--- src/rtl/sc_game_controller.sv ---
// Frogger game controller: sequences start, play, pause, death, house and
// level-up phases, and owns the life counter, level counter and house mask.
// Every output is decoded from registered state only (state, hold, lives).
module sc_game_controller #(
    parameter int LIVES_INIT  = 3,
    parameter int LIFE_W      = 3,
    parameter int LEVELS      = 4,
    parameter int LEVEL_W     = 3,
    parameter int HOUSES      = 5,
    parameter int HOUSE_IDX_W = 3,
    parameter int DEATH_HOLD  = 25000000,
    parameter int LEVEL_HOLD  = 50000000,
    parameter int HOLD_W      = 26
) (
    input  logic                   SC_GAMECTRL_CLOCK_50,
    input  logic                   SC_GAMECTRL_RESET_InHigh,
    input  logic                   SC_GAMECTRL_startButton_InLow,
    input  logic                   SC_GAMECTRL_pauseButton_InLow,
    input  logic                   SC_GAMECTRL_Collision_InLow,
    input  logic                   SC_GAMECTRL_HouseValid_InLow,
    input  logic [HOUSE_IDX_W-1:0] SC_GAMECTRL_HouseIndex_InBUS,
    output logic                   SC_GAMECTRL_StartGame_OutLow,
    output logic                   SC_GAMECTRL_LoadLevel_OutLow,
    output logic                   SC_GAMECTRL_LifeLost_OutLow,
    output logic                   SC_GAMECTRL_ResetFrog_OutLow,
    output logic                   SC_GAMECTRL_Freeze_OutLow,
    output logic                   SC_GAMECTRL_Win_OutHigh,
    output logic                   SC_GAMECTRL_Lose_OutHigh,
    output logic [LIFE_W-1:0]      SC_GAMECTRL_Lives_OutBUS,
    output logic [LEVEL_W-1:0]     SC_GAMECTRL_Level_OutBUS,
    output logic [HOUSES-1:0]      SC_GAMECTRL_HouseMask_OutBUS,
    output logic [3:0]             SC_GAMECTRL_State_OutBUS
);

    typedef enum logic [3:0] {
        IDLE     = 4'd0,
        START    = 4'd1,
        PLAY     = 4'd2,
        PAUSE    = 4'd3,
        LOSELIFE = 4'd4,
        HOUSE    = 4'd5,
        LEVELUP  = 4'd6,
        GAMEOVER = 4'd7,
        WIN      = 4'd8
    } state_t;

    state_t               stateReg;
    logic [LIFE_W-1:0]    livesReg;
    logic [LEVEL_W-1:0]   levelReg;
    logic [HOUSES-1:0]    maskReg;
    logic [HOLD_W-1:0]    holdReg;
    logic                 startPrevReg;
    logic                 pausePrevReg;

    logic                 startPress;
    logic                 pausePress;
    logic [HOUSES-1:0]    houseOneHot;
    logic                 houseBad;

    // A press is the falling edge of the active-low button.
    assign startPress = startPrevReg & ~SC_GAMECTRL_startButton_InLow;
    assign pausePress = pausePrevReg & ~SC_GAMECTRL_pauseButton_InLow;

    // One-hot decode of the house index; an out-of-range index decodes to zero.
    generate
        for (genvar gi = 0; gi < HOUSES; gi++) begin : g_house_dec
            assign houseOneHot[gi] = (SC_GAMECTRL_HouseIndex_InBUS == HOUSE_IDX_W'(gi));
        end
    endgenerate

    // Invalid index or already-occupied house both cost a life.
    assign houseBad = ~(|houseOneHot) | (|(houseOneHot & maskReg));

    // Main game sequencer: state, counters, mask and button history.
    always_ff @(posedge SC_GAMECTRL_CLOCK_50) begin
        if (SC_GAMECTRL_RESET_InHigh) begin
            stateReg     <= IDLE;
            livesReg     <= LIFE_W'(LIVES_INIT);
            levelReg     <= '0;
            maskReg      <= '0;
            holdReg      <= '0;
            startPrevReg <= 1'b1;
            pausePrevReg <= 1'b1;
        end else begin
            startPrevReg <= SC_GAMECTRL_startButton_InLow;
            pausePrevReg <= SC_GAMECTRL_pauseButton_InLow;
            case (stateReg)
                IDLE, GAMEOVER, WIN: begin
                    if (startPress) stateReg <= START;
                end
                START: begin
                    livesReg <= LIFE_W'(LIVES_INIT);
                    levelReg <= '0;
                    maskReg  <= '0;
                    stateReg <= PLAY;
                end
                PLAY: begin
                    // Collision outranks a house event, which outranks pause.
                    if (!SC_GAMECTRL_Collision_InLow ||
                        (!SC_GAMECTRL_HouseValid_InLow && houseBad)) begin
                        livesReg <= livesReg - LIFE_W'(1);
                        holdReg  <= HOLD_W'(DEATH_HOLD - 1);
                        stateReg <= LOSELIFE;
                    end else if (!SC_GAMECTRL_HouseValid_InLow) begin
                        maskReg  <= maskReg | houseOneHot;
                        stateReg <= HOUSE;
                    end else if (pausePress) begin
                        stateReg <= PAUSE;
                    end
                end
                PAUSE: begin
                    if (pausePress) stateReg <= PLAY;
                end
                LOSELIFE: begin
                    if (holdReg == '0) begin
                        stateReg <= (livesReg == '0) ? GAMEOVER : PLAY;
                    end else begin
                        holdReg <= holdReg - HOLD_W'(1);
                    end
                end
                HOUSE: begin
                    if (!(&maskReg)) begin
                        stateReg <= PLAY;
                    end else if (levelReg == LEVEL_W'(LEVELS - 1)) begin
                        stateReg <= WIN;
                    end else begin
                        levelReg <= levelReg + LEVEL_W'(1);
                        maskReg  <= '0;
                        holdReg  <= HOLD_W'(LEVEL_HOLD - 1);
                        stateReg <= LEVELUP;
                    end
                end
                LEVELUP: begin
                    if (holdReg == '0) begin
                        stateReg <= PLAY;
                    end else begin
                        holdReg <= holdReg - HOLD_W'(1);
                    end
                end
                default: stateReg <= IDLE;
            endcase
        end
    end

    // Moore output decode; first/final hold cycles are recognised by the hold value.
    assign SC_GAMECTRL_StartGame_OutLow = ~(stateReg == START);
    assign SC_GAMECTRL_LoadLevel_OutLow = ~((stateReg == LEVELUP) && (holdReg == HOLD_W'(LEVEL_HOLD - 1)));
    assign SC_GAMECTRL_LifeLost_OutLow  = ~((stateReg == LOSELIFE) && (holdReg == HOLD_W'(DEATH_HOLD - 1)));
    assign SC_GAMECTRL_ResetFrog_OutLow = ~((stateReg == START) || (stateReg == HOUSE) ||
                                            ((stateReg == LOSELIFE) && (holdReg == '0) && (livesReg != '0)) ||
                                            ((stateReg == LEVELUP) && (holdReg == '0)));
    assign SC_GAMECTRL_Freeze_OutLow    = (stateReg == PLAY);
    assign SC_GAMECTRL_Win_OutHigh      = (stateReg == WIN);
    assign SC_GAMECTRL_Lose_OutHigh     = (stateReg == GAMEOVER);
    assign SC_GAMECTRL_Lives_OutBUS     = livesReg;
    assign SC_GAMECTRL_Level_OutBUS     = levelReg;
    assign SC_GAMECTRL_HouseMask_OutBUS = maskReg;
    assign SC_GAMECTRL_State_OutBUS     = stateReg;

endmodule
--- config.mk ---
export PLATFORM = sky130hd
export DESIGN_NAME = sc_game_controller
export DESIGN_NICKNAME = d
export VERILOG_FILES = /design/src/rtl/sc_game_controller.sv
export SDC_FILE = /design/constraint.sdc
export NUM_CORES = 1
export LEC_CHECK = 0
export ABC_AREA = 0
export CAP_MARGIN = 10
export CORE_UTILIZATION = 26
export CTS_CLUSTER_SIZE = 16
export DETAILED_ROUTE_END_ITERATION = 8
export GPL_ROUTABILITY_DRIVEN = 0
export PLACE_DENSITY = 0.49
export SLEW_MARGIN = 10
export SYNTH_ARGS = -nofsm -noshare
export SYNTH_HDL_FRONTEND = slang
export SYNTH_SLANG_ARGS = --single-unit
--- constraint.sdc ---
create_clock -name SC_GAMECTRL_CLOCK_50 -period 3.69 [get_ports SC_GAMECTRL_CLOCK_50]
set_input_delay 1.107 -clock SC_GAMECTRL_CLOCK_50 [delete_from_list [all_inputs] [get_ports SC_GAMECTRL_CLOCK_50]]
set_output_delay 1.107 -clock SC_GAMECTRL_CLOCK_50 [all_outputs]
set_load 0.03 [all_outputs]
==> results.sh <==
export IMPL_status="completed"
export IMPL_finalSetupViolCount=0
export IMPL_antenna_found_initial=0
export IMPL_reg2reg_depth=6
export IMPL_setup_tns_final_ps=0
export IMPL_drv_slew=0
export IMPL_cp_data_arrival_time_ps=2420
export IMPL_clkPwrFrac_pct=13.7
export IMPL_cts_root_buffer="clkbuf_8"
export IMPL_yosysWarnings=0
export IMPL_synth_top_area_share_pct=29.7
export IMPL_yosysSeqAreaShare_pct=29.7
export IMPL_synth_flop_cell="dfxtp_1"
export IMPL_critical_path_slowest_cell="or4b_2"
export IMPL_skew_ps=7.31
export IMPL_intPower_uw=1290
export IMPL_htree_levels=2
export IMPL_grt_use_met3_pct=2.78
export IMPL_first_global_vias=2871
export IMPL_max_stage_delay_ps=750
export IMPL_grt_util_met2_pct=27.4
export IMPL_crit_fanout=14
export IMPL_p_sw_uw=1260
export IMPL_timing_worst_setup_path_type="flip-flop to output pin"
export IMPL_crit_path_end="SC_GAMECTRL_Freeze_OutLow"
export IMPL_syn_area_per_cell_sq_um=7.90
export IMPL_synth_edf_count=0
export IMPL_clk_latency_ps=300
export IMPL_start_util_pct=26.7
export IMPL_drtIter0Drc=218
export IMPL_timing_hold_violations_final=0
export IMPL_clk_path_buf_depth=2
export IMPL_vias_per_cell=5.79
export IMPL_clk_pin_slew_worst_paths_ps=90
export IMPL_core_rowCount=38
export IMPL_startpoint="SC_GAMECTRL_State_OutBUS[0]$_SDFFE_PP0P_"
export IMPL_crit_chain="or4b_2, inv_1, clkdlybuf4s50_1"
export IMPL_synth_seq_cells=43
export IMPL_ant_nets=0
export IMPL_die_x_um=108
export IMPL_wl_per_cell_um=18.0
export IMPL_routed_wl_mm=9.65
export IMPL_die_h_um=108
export IMPL_port_buffer_count=30
export IMPL_post_synth_top_count_cell="dfxtp_1"
export IMPL_critPathBufInv=2
export IMPL_syn_area_sq_um=2900
export IMPL_rsz0062_at_grt="false"
export IMPL_r2r_setup_slack_ps=920
export IMPL_ir_drop_uv=233
export IMPL_grt_pass1_wl_mm=15.4
export IMPL_fillers=1181
export IMPL_critical_path_top_delay_family="buffers and inverters"
export IMPL_instances_no_fill=536
export IMPL_coreArea_sq_um=10800
export IMPL_grt_busiest_layer="met2"
export IMPL_grt_use_total_pct=17.0
export IMPL_powerDensity_nw_per_um2=727
export IMPL_finalNetCount=411
export IMPL_share_seq_of_total_power_pct=26.4
export IMPL_grt_max_degree=30
export IMPL_min_period_ps=3520
export IMPL_drive_above_1_share_pct=12.4
export IMPL_syn_inst=367
export IMPL_worstMarginPinSlew_ps=787
export IMPL_p_leak_uw=0.00118
export IMPL_dp_slack_ps=132
export IMPL_finalPower_uw=2550
export IMPL_vias=3101
export IMPL_worst_ep_required_time_ps=2580
export IMPL_crit_cells=3
export IMPL_setup_ws_ps=167
export IMPL_r2r_start="SC_GAMECTRL_State_OutBUS[0]$_SDFFE_PP0P_"
export IMPL_maxSlewHeadroom_pct=47.5
export IMPL_grtUsageMet1_pct=23.4
export IMPL_timing_rr_end="holdReg[14]$_SDFFE_PP0P_"
export IMPL_ys_async_sr_fraction_pct=0
export IMPL_clock_sinks=43
export IMPL_switching_share_pct=49.4
export IMPL_numCtsBuffers=5
export IMPL_yosys_top_cells_count="dfxtp_1 (43), nand2_1 (27), a21oi_1 (26), nor2_1 (26)"
export IMPL_hold_path_class="flip-flop to flip-flop"
export IMPL_cts_tree="built"
export IMPL_postCtsSetupBuffers=0
export IMPL_gr_total_overflow=0
export IMPL_maxCapViolCount=0
export IMPL_yosysTopAreaCell="dfxtp_1"
export IMPL_num_antenna_cells=0
export IMPL_die_area_sq_um=11600
export IMPL_fin_crit_sh_pct=95.5
export IMPL_io_pins=31
export IMPL_ys_types=68
export IMPL_syn_nets=383
export IMPL_dp_cells=528
export IMPL_drc=0
export IMPL_critPathLaunchType="flip-flop"
export IMPL_ctsHoldBuffers=0
export IMPL_dpl_hpwl_mm=6.53
export IMPL_combPwrFrac_pct=59.9
export IMPL_syn2layout_area_growth_pct=21.0
export IMPL_firstDrtPassIters=5
export IMPL_fmax_ghz=0.284
export IMPL_end_kind="output pin"
export IMPL_netlist_top_cells_area="dfxtp_1 (30%), a21oi_1 (4.5%), nor4_1 (3.7%), o41ai_1 (3.6%), nand2_1 (3.5%)"
==> timing repair <==
action,CTS,global route
resized for setup,1,1
endpoints found under the hold margin,0,0
setup endpoints to repair,1,1
==> sequential cells by signal, summed over array words and instances, names as in the netlist <==
signal,count
SC_GAMECTRL_HouseMask_OutBUS,5
SC_GAMECTRL_Level_OutBUS,3
SC_GAMECTRL_Lives_OutBUS,3
SC_GAMECTRL_State_OutBUS,4
holdReg,26
pausePrevReg,1
startPrevReg,1
==> kinds of logic after synthesis <==
group	count (synthesis)	synth area share, %
compound gates	111	28.2
fa+ha+maj	7	3.02
mux	1	0.345
buf+inv	45	7.16
flops	43	29.7
simple gates	160	31.6
==> placed cells by master (no fill, tap or decap), drive strengths merged, types with 4 or more instances in the layout <==
master | synthesis | layout
a21oi | 27 | 27
a41oi | 11 | 11
inv | 13 | 13
clkbuf | 18 | 8
dfxtp | 43 | 43
and4 | 4 | 4
o41ai | 12 | 12
or2 | 6 | 6
nor4 | 18 | 18
o31ai | 6 | 6
o21ai | 16 | 16
buf | 13 | 22
clkdlybuf4s50 | 0 | 29
nand3 | 11 | 11
nand4 | 16 | 16
ha | 7 | 7
nor3 | 17 | 17
or4 | 5 | 5
nor2 | 27 | 27
a311oi | 8 | 8
a31oi | 8 | 8
nand2 | 27 | 27
nand2b | 7 | 7
==> cell type report <==
class                      instances  area (sq um)  share of cell area (%)
clock buffer                       8           100                    2.85
multi-input combinational        279          1840                    52.5
timing repair buffer              52           477                    13.6
sequential                        43           861                    24.5
tap                              140           175                    4.99
inverter                          14          52.6                    1.50
==> routing by layer <==
metal / wire (um) / up-vias
met5: 0 / -
met4: 135 / 0
met3: 552 / 14
met2: 4430 / 119
met1: 4530 / 1480
li1: - / 1488
==> worst reg2reg max path, stage by stage (launching register included) <==
cell	delay, ps
dfxtp_1	500
or4b_2	760
inv_1	160
and4_1	270
a21o_1	560
nor4_1	130
o221a_2	280
==> power groups by stage <==
stage,logic (uW),clock network (uW),registers [uW]
2_1_floorplan,1040,0,687
6_report,1530,348,674
5_1_grt,1660,372,689
4_1_cts,1510,355,670
3_5_place_dp,1510,0,679
3_3_place_gp,1500,0,679
==> worst min path at each step <==
stage,from,end,slack (ps),cells past startpoint
after floorplan,holdReg[11]$_SDFFE_PP0P_,holdReg[11]$_SDFFE_PP0P_,460,2
after global placement,SC_GAMECTRL_Level_OutBUS[1]$_SDFFE_PP0P_,SC_GAMECTRL_Level_OutBUS[1]$_SDFFE_PP0P_,470,2
after detailed placement,SC_GAMECTRL_Level_OutBUS[1]$_SDFFE_PP0P_,SC_GAMECTRL_Level_OutBUS[1]$_SDFFE_PP0P_,470,2
after CTS,SC_GAMECTRL_Level_OutBUS[1]$_SDFFE_PP0P_,SC_GAMECTRL_Level_OutBUS[1]$_SDFFE_PP0P_,490,2
after global routing,holdReg[11]$_SDFFE_PP0P_,holdReg[11]$_SDFFE_PP0P_,520,2
final,SC_GAMECTRL_Level_OutBUS[1]$_SDFFE_PP0P_,SC_GAMECTRL_Level_OutBUS[1]$_SDFFE_PP0P_,480,2
==> metrics by stage <==
step	hold slack [ps]	instance area [sq um]	util [%]
floorplan	459	2900	-
global placement	471	3400	31.4
detailed placement	470	3400	31.4
CTS	489	3500	32.3
global route	521	3510	32.4
finish	482	3510	32.4
(Power assumes the default switching activity.)
